--- src/rtl/icache_line_filler_pkg.sv ---
// rtl/icache_line_filler_pkg.sv - shared constants and state encoding for the line filler
package icache_line_filler_pkg;

    localparam int WORD_BITS        = 32;
    localparam int BYTE_OFFSET_BITS = 2;

    typedef enum logic [1:0] {
        ST_IDLE = 2'd0,
        ST_REQ  = 2'd1,
        ST_GAP  = 2'd2,
        ST_DONE = 2'd3
    } fill_state_e;

    // Mask that clears the in-line offset bits of a byte address.
    function automatic logic [WORD_BITS-1:0] line_mask(input int num_blocks);
        line_mask = ~((WORD_BITS'(num_blocks) << BYTE_OFFSET_BITS) - WORD_BITS'(1));
    endfunction

endpackage

--- src/rtl/icache_line_filler_if.sv ---
// rtl/icache_line_filler_if.sv - line request and narrow memory bus bundle
interface icache_line_filler_if #(
    parameter int NUM_BLOCKS = 4
);
    import icache_line_filler_pkg::*;

    logic                              line_req_valid;
    logic [WORD_BITS-1:0]              line_req_addr;
    logic                              line_req_ready;
    logic [WORD_BITS*NUM_BLOCKS-1:0]   line_rdata;
    logic                              mem_valid;
    logic                              mem_instr;
    logic [WORD_BITS-1:0]              mem_addr;
    logic                              mem_ready;
    logic [WORD_BITS-1:0]              mem_rdata;
    logic                              busy;

    // Filler side: serves the cache, drives the memory bus.
    modport master (
        input  line_req_valid, line_req_addr, mem_ready, mem_rdata,
        output line_req_ready, line_rdata, mem_valid, mem_instr, mem_addr, busy
    );

    // Environment side: the cache and the memory together.
    modport slave (
        output line_req_valid, line_req_addr, mem_ready, mem_rdata,
        input  line_req_ready, line_rdata, mem_valid, mem_instr, mem_addr, busy
    );

endinterface

--- src/rtl/icache_line_filler.sv ---
// rtl/icache_line_filler.sv - splits one cache line fill into sequential 32-bit reads
module icache_line_filler
    import icache_line_filler_pkg::*;
#(
    parameter int NUM_BLOCKS = 4,
    parameter int BLOCK_SIZE = 4
) (
    input  logic                  clk,
    input  logic                  resetn,
    icache_line_filler_if.master  bus
);

    localparam int                   BEAT_BITS = $clog2(NUM_BLOCKS);
    localparam int                   SLOT_BITS = BLOCK_SIZE * 8;
    localparam int                   LINE_BITS = SLOT_BITS * NUM_BLOCKS;
    localparam logic [WORD_BITS-1:0] LINE_MASK = line_mask(NUM_BLOCKS);
    localparam logic [BEAT_BITS-1:0] LAST_BEAT = BEAT_BITS'(NUM_BLOCKS - 1);

    fill_state_e          state_q;
    logic [BEAT_BITS-1:0] beat_q;
    logic [WORD_BITS-1:0] base_q;
    logic                 abort_q;
    logic                 mem_valid_q;
    logic [WORD_BITS-1:0] mem_addr_q;
    logic [LINE_BITS-1:0] line_q;
    logic                 ready_q;

    logic                 abort_d;
    logic [WORD_BITS-1:0] next_addr_d;

    // Sticky abort view for this edge and the address of the beat about to issue.
    always_comb begin
        abort_d     = abort_q | ~bus.line_req_valid;
        next_addr_d = base_q | (WORD_BITS'(beat_q) << BYTE_OFFSET_BITS);
    end

    // Fill sequencer: issue beats, capture words, drain on abandon, pulse ready at the end.
    always_ff @(posedge clk) begin
        if (!resetn) begin
            state_q     <= ST_IDLE;
            beat_q      <= '0;
            base_q      <= '0;
            abort_q     <= 1'b0;
            mem_valid_q <= 1'b0;
            mem_addr_q  <= '0;
            line_q      <= '0;
            ready_q     <= 1'b0;
        end else begin
            ready_q <= 1'b0;
            case (state_q)
                ST_IDLE: begin
                    abort_q <= 1'b0;
                    if (bus.line_req_valid) begin
                        base_q      <= bus.line_req_addr & LINE_MASK;
                        mem_addr_q  <= bus.line_req_addr & LINE_MASK;
                        beat_q      <= '0;
                        mem_valid_q <= 1'b1;
                        state_q     <= ST_REQ;
                    end
                end
                ST_REQ: begin
                    abort_q <= abort_d;
                    if (bus.mem_ready) begin
                        // An abandoned fill still lands here; the slot is simply never returned.
                        line_q[int'(beat_q)*SLOT_BITS +: SLOT_BITS] <= bus.mem_rdata;
                        mem_valid_q <= 1'b0;
                        if (abort_d) begin
                            state_q <= ST_IDLE;
                        end else if (beat_q == LAST_BEAT) begin
                            ready_q <= 1'b1;
                            state_q <= ST_DONE;
                        end else begin
                            beat_q  <= beat_q + 1'b1;
                            state_q <= ST_GAP;
                        end
                    end
                end
                ST_GAP: begin
                    abort_q <= abort_d;
                    if (abort_d) begin
                        state_q <= ST_IDLE;
                    end else begin
                        mem_addr_q  <= next_addr_d;
                        mem_valid_q <= 1'b1;
                        state_q     <= ST_REQ;
                    end
                end
                ST_DONE: begin
                    state_q <= ST_IDLE;
                end
                default: begin
                    state_q <= ST_IDLE;
                end
            endcase
        end
    end

    assign bus.line_req_ready = ready_q;
    assign bus.line_rdata     = line_q;
    assign bus.mem_valid      = mem_valid_q;
    assign bus.mem_instr      = mem_valid_q;
    assign bus.mem_addr       = mem_addr_q;
    assign bus.busy           = (state_q != ST_IDLE);

endmodule

--- src/flat_wrapper.sv ---
// flat-port wrapper written by rule: the top's interface ports become plain ports
module icache_line_filler_flat import icache_line_filler_pkg::*;
#(
    parameter int NUM_BLOCKS = 4,
    parameter int BLOCK_SIZE = 4
)
  (clk, resetn, bus_line_req_valid, bus_line_req_addr, bus_mem_ready, bus_mem_rdata, bus_line_req_ready, bus_line_rdata, bus_mem_valid, bus_mem_instr, bus_mem_addr, bus_busy);
  icache_line_filler_if #(.NUM_BLOCKS(NUM_BLOCKS)) bus_i ();
  input  logic clk;
  input  logic resetn;
  input wire logic [$bits(bus_i.line_req_valid)-1:0] bus_line_req_valid;
  input wire logic [$bits(bus_i.line_req_addr)-1:0] bus_line_req_addr;
  input wire logic [$bits(bus_i.mem_ready)-1:0] bus_mem_ready;
  input wire logic [$bits(bus_i.mem_rdata)-1:0] bus_mem_rdata;
  output wire logic [$bits(bus_i.line_req_ready)-1:0] bus_line_req_ready;
  output wire logic [$bits(bus_i.line_rdata)-1:0] bus_line_rdata;
  output wire logic [$bits(bus_i.mem_valid)-1:0] bus_mem_valid;
  output wire logic [$bits(bus_i.mem_instr)-1:0] bus_mem_instr;
  output wire logic [$bits(bus_i.mem_addr)-1:0] bus_mem_addr;
  output wire logic [$bits(bus_i.busy)-1:0] bus_busy;
  assign bus_i.line_req_valid = bus_line_req_valid;
  assign bus_i.line_req_addr = bus_line_req_addr;
  assign bus_i.mem_ready = bus_mem_ready;
  assign bus_i.mem_rdata = bus_mem_rdata;
  assign bus_line_req_ready = bus_i.line_req_ready;
  assign bus_line_rdata = bus_i.line_rdata;
  assign bus_mem_valid = bus_i.mem_valid;
  assign bus_mem_instr = bus_i.mem_instr;
  assign bus_mem_addr = bus_i.mem_addr;
  assign bus_busy = bus_i.busy;
  icache_line_filler #(.NUM_BLOCKS(NUM_BLOCKS), .BLOCK_SIZE(BLOCK_SIZE)) u_core (.clk(clk), .resetn(resetn), .bus(bus_i));
endmodule
--- config.mk ---
export PLATFORM = sky130hd
export DESIGN_NAME = icache_line_filler_flat
export DESIGN_NICKNAME = d
export VERILOG_FILES = /design/src/rtl/icache_line_filler_pkg.sv /design/src/rtl/icache_line_filler_if.sv /design/src/rtl/icache_line_filler.sv /design/src/flat_wrapper.sv
export SDC_FILE = /design/constraint.sdc
export NUM_CORES = 1
export LEC_CHECK = 0
export BUFFER_PORTS_ARGS = -buffer_cell sky130_fd_sc_hd__buf_2
export CAP_MARGIN = 10
export CORE_MARGIN = 1
export CORE_UTILIZATION = 51
export DETAILED_ROUTE_END_ITERATION = 10
export PLACE_DENSITY = 0.82
export SETUP_SLACK_MARGIN = 0.4
export SLEW_MARGIN = 15
export SYNTH_ARGS = -nofsm -noshare
export SYNTH_HDL_FRONTEND = slang
export SYNTH_SLANG_ARGS = --single-unit
--- constraint.sdc ---
create_clock -name clk -period 2.6 [get_ports clk]
set_input_delay 0 -clock clk [delete_from_list [all_inputs] [get_ports clk]]
set_output_delay 0 -clock clk [all_outputs]
set_load 0.02 [all_outputs]
# --- Word level (Yosys, flattened, before mapping) ---
# Cells that the tools add are included.
totals:
  ff_bits: 195
  elab_cells: 62
op_classes:
  addsub: 2
  eq_ne: 9
  shifts: 2
  muxes: 21
  n_bitwise: 6
  reduce_logical: 14
op_table:
  columns: ["op", "n"]
  rows:
  - ["bitwise mux 128 bit", 1]
  - ["variable shift 32 x 33 -> 128 bit (first input constant)", 1]
  - ["variable part select 32 x 33 -> 128 bit", 1]
  - ["2-to-1 mux 32 bit", 2]
  - ["case mux 32 bit (2 select lines)", 1]
  - ["negator 7 -> 33 bit", 1]
  - ["bitwise OR 32 x 4 -> 32 bit", 1]
  - ["2-to-1 mux 2 bit", 7]
  - ["!= test 2 bit (second input constant)", 5]
  - ["case mux 2 bit (4 select lines)", 1]
  - ["nonzero test 2 bit", 4]
  - ["== test 2 bit (second input constant)", 3]
  - ["2-to-1 mux 1 bit", 6]
  - ["AND reduction 2 bit", 3]
  - ["AND reduction 5 bit", 1]
  - ["inverter 1 bit", 4]
  - ["case mux 2 bit (2 select lines)", 1]
  - ["AND reduction 4 bit", 1]
  - ["OR reduction 4 bit", 1]
  - ["case mux 1 bit (3 select lines)", 1]
  - ["AND reduction 3 bit", 1]
  - ["nonzero test 3 bit", 1]
  - ["adder 2 x 1 -> 2 bit (second input constant)", 1]
  - ["== test 2 x 1 -> 1 bit (second input constant)", 1]
  - ["4 further kinds", 4]

# --- Logic depth before layout (Yosys ltp) ---
logic_depth:
  ltp_word: 5
  depth_mapped: 10

# --- Worst setup path before layout ---
# OpenSTA, ideal clock, no wires.
synth_timing:
  path_kind: "flip-flop to flip-flop"
  startpoint: "register u_core.beat_q[0]"
  endpoint: "register u_core.line_q[71] (netlist: u_core.bus.line_rdata[71])"
  setup_time_ns: 0.117
  arrival_time_ns: 1.946
  required_ns: 2.483
  path_slack_ns: 0.537
  stages_incl_launch_ff: 10
  path_buffers: 3
  synth_period_minus_slack_ns: 2.063
  path_cell_list: "dfxtp_1 inv_1 ha_1 nor2b_1 and4_4 buf_6 and3b_1 buf_6 buf_6 a22o_1"
synth_between:
  elab_chain_cells: 3
  elab_cells_between_ends: 4
  cone_classes: "add/sub (1); shift (2); mux (1)"
synth_lines:
  columns: ["item", "line_no", "source"]
  rows:
  - ["start: declaration", "icache_line_filler.sv:20", "logic [BEAT_BITS-1:0] beat_q;"]
  - ["start signal: assignment", "icache_line_filler.sv:73", "beat_q <= beat_q + 1'b1;"]
  - ["negator 7 -> 33 bit (*)", "icache_line_filler.sv:65", "line_q[int'(beat_q)*SLOT_BITS +: SLOT_BITS] <= bus.mem_rdata;"]
  - ["variable part select 32 x 33 -> 128 bit or variable shift 32 x 33 -> 128 bit (tied branches)", "icache_line_filler.sv:65", null]
  - ["bitwise mux 128 bit (*)", "icache_line_filler.sv:65", null]
  - ["end signal: indexed assignment", "icache_line_filler.sv:65", null]
  - ["end: declaration", "icache_line_filler.sv:25", "logic [LINE_BITS-1:0] line_q;"]
# Mark *: on every way between the ends. The rest lies on a longest branch, timed or not.
# A chain may end at the register's enable or synchronous reset.

# --- Final worst setup path ---
layout_timing:
  startpoint: "register u_core.beat_q[0]"
  endpoint: "register u_core.line_q[69] (netlist: u_core.bus.line_rdata[69])"
# Same word-level chain as after synthesis.

==> results.cfg <==
[status]
status = complete, no violations

[synthesis]
synth_area_mm2 = 0.00726
yosysSeqAreaShare = 0.532
synth.avg_cell_area_um2 = 9.83
async_reset_ff_frac = 0
synthCells = 739
synth-seq-cells = 193
synth_edf_count = 0
ys_types = 37
synth_warnings = 0
ys.flop_type = dfxtp_1

[sta]
max_clock_freq_ghz = 0.484
setup_tns_ns = 0
timing.final.max_slew_violations = 0
hold_slack_ns = 0.0266
worst_slew_pin_slew_ns = 0.625
worst_slack_ns = 0.533
finalCriticalPeriod_ns = 2.07
maxSlewHeadroom = 0.583
fin_crit_sh = 0.795
hold_violations = 0
rsz0062_at_grt = true
fin_worst_skew_ns = 0.00846
setup_viol = 0

[clock_tree]
cts_made_buffers = 17
tritoncts = built
worstSkewPairLatency_ns = 0.43
cts-root-buf = clkbuf_16
clk_pin_slew_worst_paths_ns = 0.08
tritoncts_num_sinks = 193
htree_levels = 4
cts_max_path_buffers = 2

[power_and_ir_drop]
power_leakage_uw = 0.00453
irDropWorstVdd_v = 0.000587
powerDensity_mw_per_mm2 = 704

[final_layout]
syn_to_final_growth_pct = 34.3
post-route-util = 0.702
antenna_cells = 0
finalNonFillerCells = 1192
drive_gt1_frac = 0.284
fin_nets = 1078

[routing]
firstDrtPassIters = 5
drt_wl_total_um = 20600
routed_via_density = 5.51
wl_per_cell_um = 17.3
vias = 6566
drt_iter0_drc = 464
ant_nets = 0
drc_errors = 0

[setup_path]
timing.setup.critical_path_class = flop to flop
crit_family = simple AND/OR/NAND/NOR gates
crit_path_start_kind = flop
crit_chain = inv_1 -> ha_1 -> nor2b_2 -> and4_4 -> and3b_1 -> buf_6 -> a22o_1
endpoint_kind = flop
crit_buf_inv = 2
cp.arrival_ns = 2.43
crit_slowest_cell = dfxtp_2
cp.required_ns = 2.97
crit_fanout = 17
cpPeakStageDelay_ns = 0.41

[global_route]
busiest_layer = met2
grt_pass1_wl_um = 31900
use_met3 = 0.0813
grt_pass1_vias = 6362
gr-usage-all-layers = 0.277
globalRouteMet2Util = 0.483
grt_max_degree = 69
antenna_found_initial = 0
gr-total-overflow = 0
grt_use_met1 = 0.311

[die]
pin_count = 232
die_h_um = 121
die-area_mm2 = 0.0147
initial_core_util = 0.523
design.core.area_mm2 = 0.0139
die_x_um = 121
num_rows = 43

[placed_design]
dp_slack_ns = 0.386
buffer_ports.inserted = 225
placedCellCount = 1098
post-dp-hpwl_um = 12500
place.gp.congestion = 0.785

[min_path]
hold_class = primary input to flop

[flow_run]
maxCapViolations = 0
## metrics by stage
step | instance area, um^2 | total power, uW
5_1_grt | 9750 | 7120
2_1_floorplan | 7260 | 3730
3_5_place_dp | 8480 | 4010
4_1_cts | 9740 | 6870
6_report | 9750 | 6860
3_3_place_gp | 8480 | 3990
## worst min-delay path, delay by kind of cell
family                 cells  cell delay (ns)
AND/OR/NAND/NOR            1             0.09
buffers and inverters      1             0.15
AO/OA/AOI/OAI              1             0.18
## flip-flops by register name, summed over array words and instances (netlist names)
signal,flops
u_core.bus.mem_instr,1
u_core.state_q,2
u_core.abort_q,1
u_core.bus.line_rdata,128
u_core.bus.line_req_ready,1
u_core.beat_q,2
u_core.bus.mem_addr,30
u_core.base_q,28
## layout by cell type, fill, tap and decap left out, types with 3 or more instances in the layout
master	instances
a21boi_0	32
a21oi_1	3
a22o_1	27
a22oi_1	99
and4_1	3
buf_2	225
buf_4	16
bufinv_16	3
clkbuf_16	17
dfxtp_1	192
dlygate4sd3_1	62
ha_1	10
inv_1	8
inv_8	6
mux2i_1	31
nand2_1	95
nand2b_1	5
nand3_1	4
nand4_1	3
nor2_1	81
nor2b_1	30
o211a_1	28
## kinds of logic (layout without fill, tap and decap cells)
family / after synthesis / in the layout / share of synthesized area
and+or+nand+nor: 231 / 231 / 0.140
AOI/OAI and AO/OA: 197 / 197 / 0.217
DFF: 193 / 193 / 0.532
buffers and inverters: 75 / 347 / 0.0484
muxes: 31 / 31 / 0.0427
adders and majority gates: 11 / 11 / 0.0190
other: 1 / 2 / 0.000516
## what timing repair did
item / 4_1_cts / 5_1_grt
setup endpoints to repair: 20 / 30
buffers inserted: 0 / 0
hold buffers: 62 / 0
endpoints found under the hold margin: 168 / 0
gates resized for setup: 2 / 2
## report_power, final
group,leakage (uW),switching [uW],total [uW],internal [uW]
clock,0.000309,1250,2820,1570
combinational,0.00265,531,880,349
sequential,0.00157,71.4,3150,3080
total,0.00453,1860,6860,5000
## cell type report
class	count	area, um^2
clock buffers	17	425
inverters	9	33.8
well taps	180	225
fillers	1011	4130
repair buffers	306	1920
clock inverters	15	215
flip-flops and latches	193	3860
multi-input cells	472	3070
## cell usage after synthesis (2+ instances only)
cell type / count / share of area
dfxtp_1: 193 / 0.53
a22oi_1: 99 / 0.10
nand2_1: 95 / 0.049
nor2_1: 81 / 0.042
clkbuf_1: 36 / 0.019
a21boi_0: 32 / 0.033
mux2i_1: 31 / 0.043
nor2b_1: 31 / 0.027
o211a_1: 28 / 0.039
a22o_1: 27 / 0.033
buf_2: 16 / 0.011
ha_1: 11 / 0.019
inv_1: 8 / 0.0041
buf_1: 5 / 0.0026
buf_6: 5 / 0.0078
nand2b_1: 5 / 0.0043
nand3_1: 4 / 0.0028
a21oi_1: 3 / 0.0021
and4_1: 3 / 0.0036
buf_4: 3 / 0.0031
nand4_1: 3 / 0.0026
a31o_2: 2 / 0.0024
and2_1: 2 / 0.0017
nor3_1: 2 / 0.0014
o22ai_1: 2 / 0.0017
## layer usage
layer	part of all wire	up-vias
met5	0	-
met4	0.034	0
met3	0.078	50
met2	0.49	290
met1	0.40	3108
li1	-	3118
## worst paths after layout
path | startpoint | cells past startpoint | endpoint | slack, ns
worst max-delay path | u_core.beat_q[0] | 7 | u_core.bus.line_rdata[69] | 0.53
worst min-delay path | bus_line_req_valid | 3 | u_core.abort_q | 0.03
worst max register to register | u_core.beat_q[0] | 7 | u_core.bus.line_rdata[69] | 0.53
worst min register to register | u_core.bus.line_rdata[63] | 2 | u_core.bus.line_rdata[63] | 0.46
(Power assumes the default switching activity.)
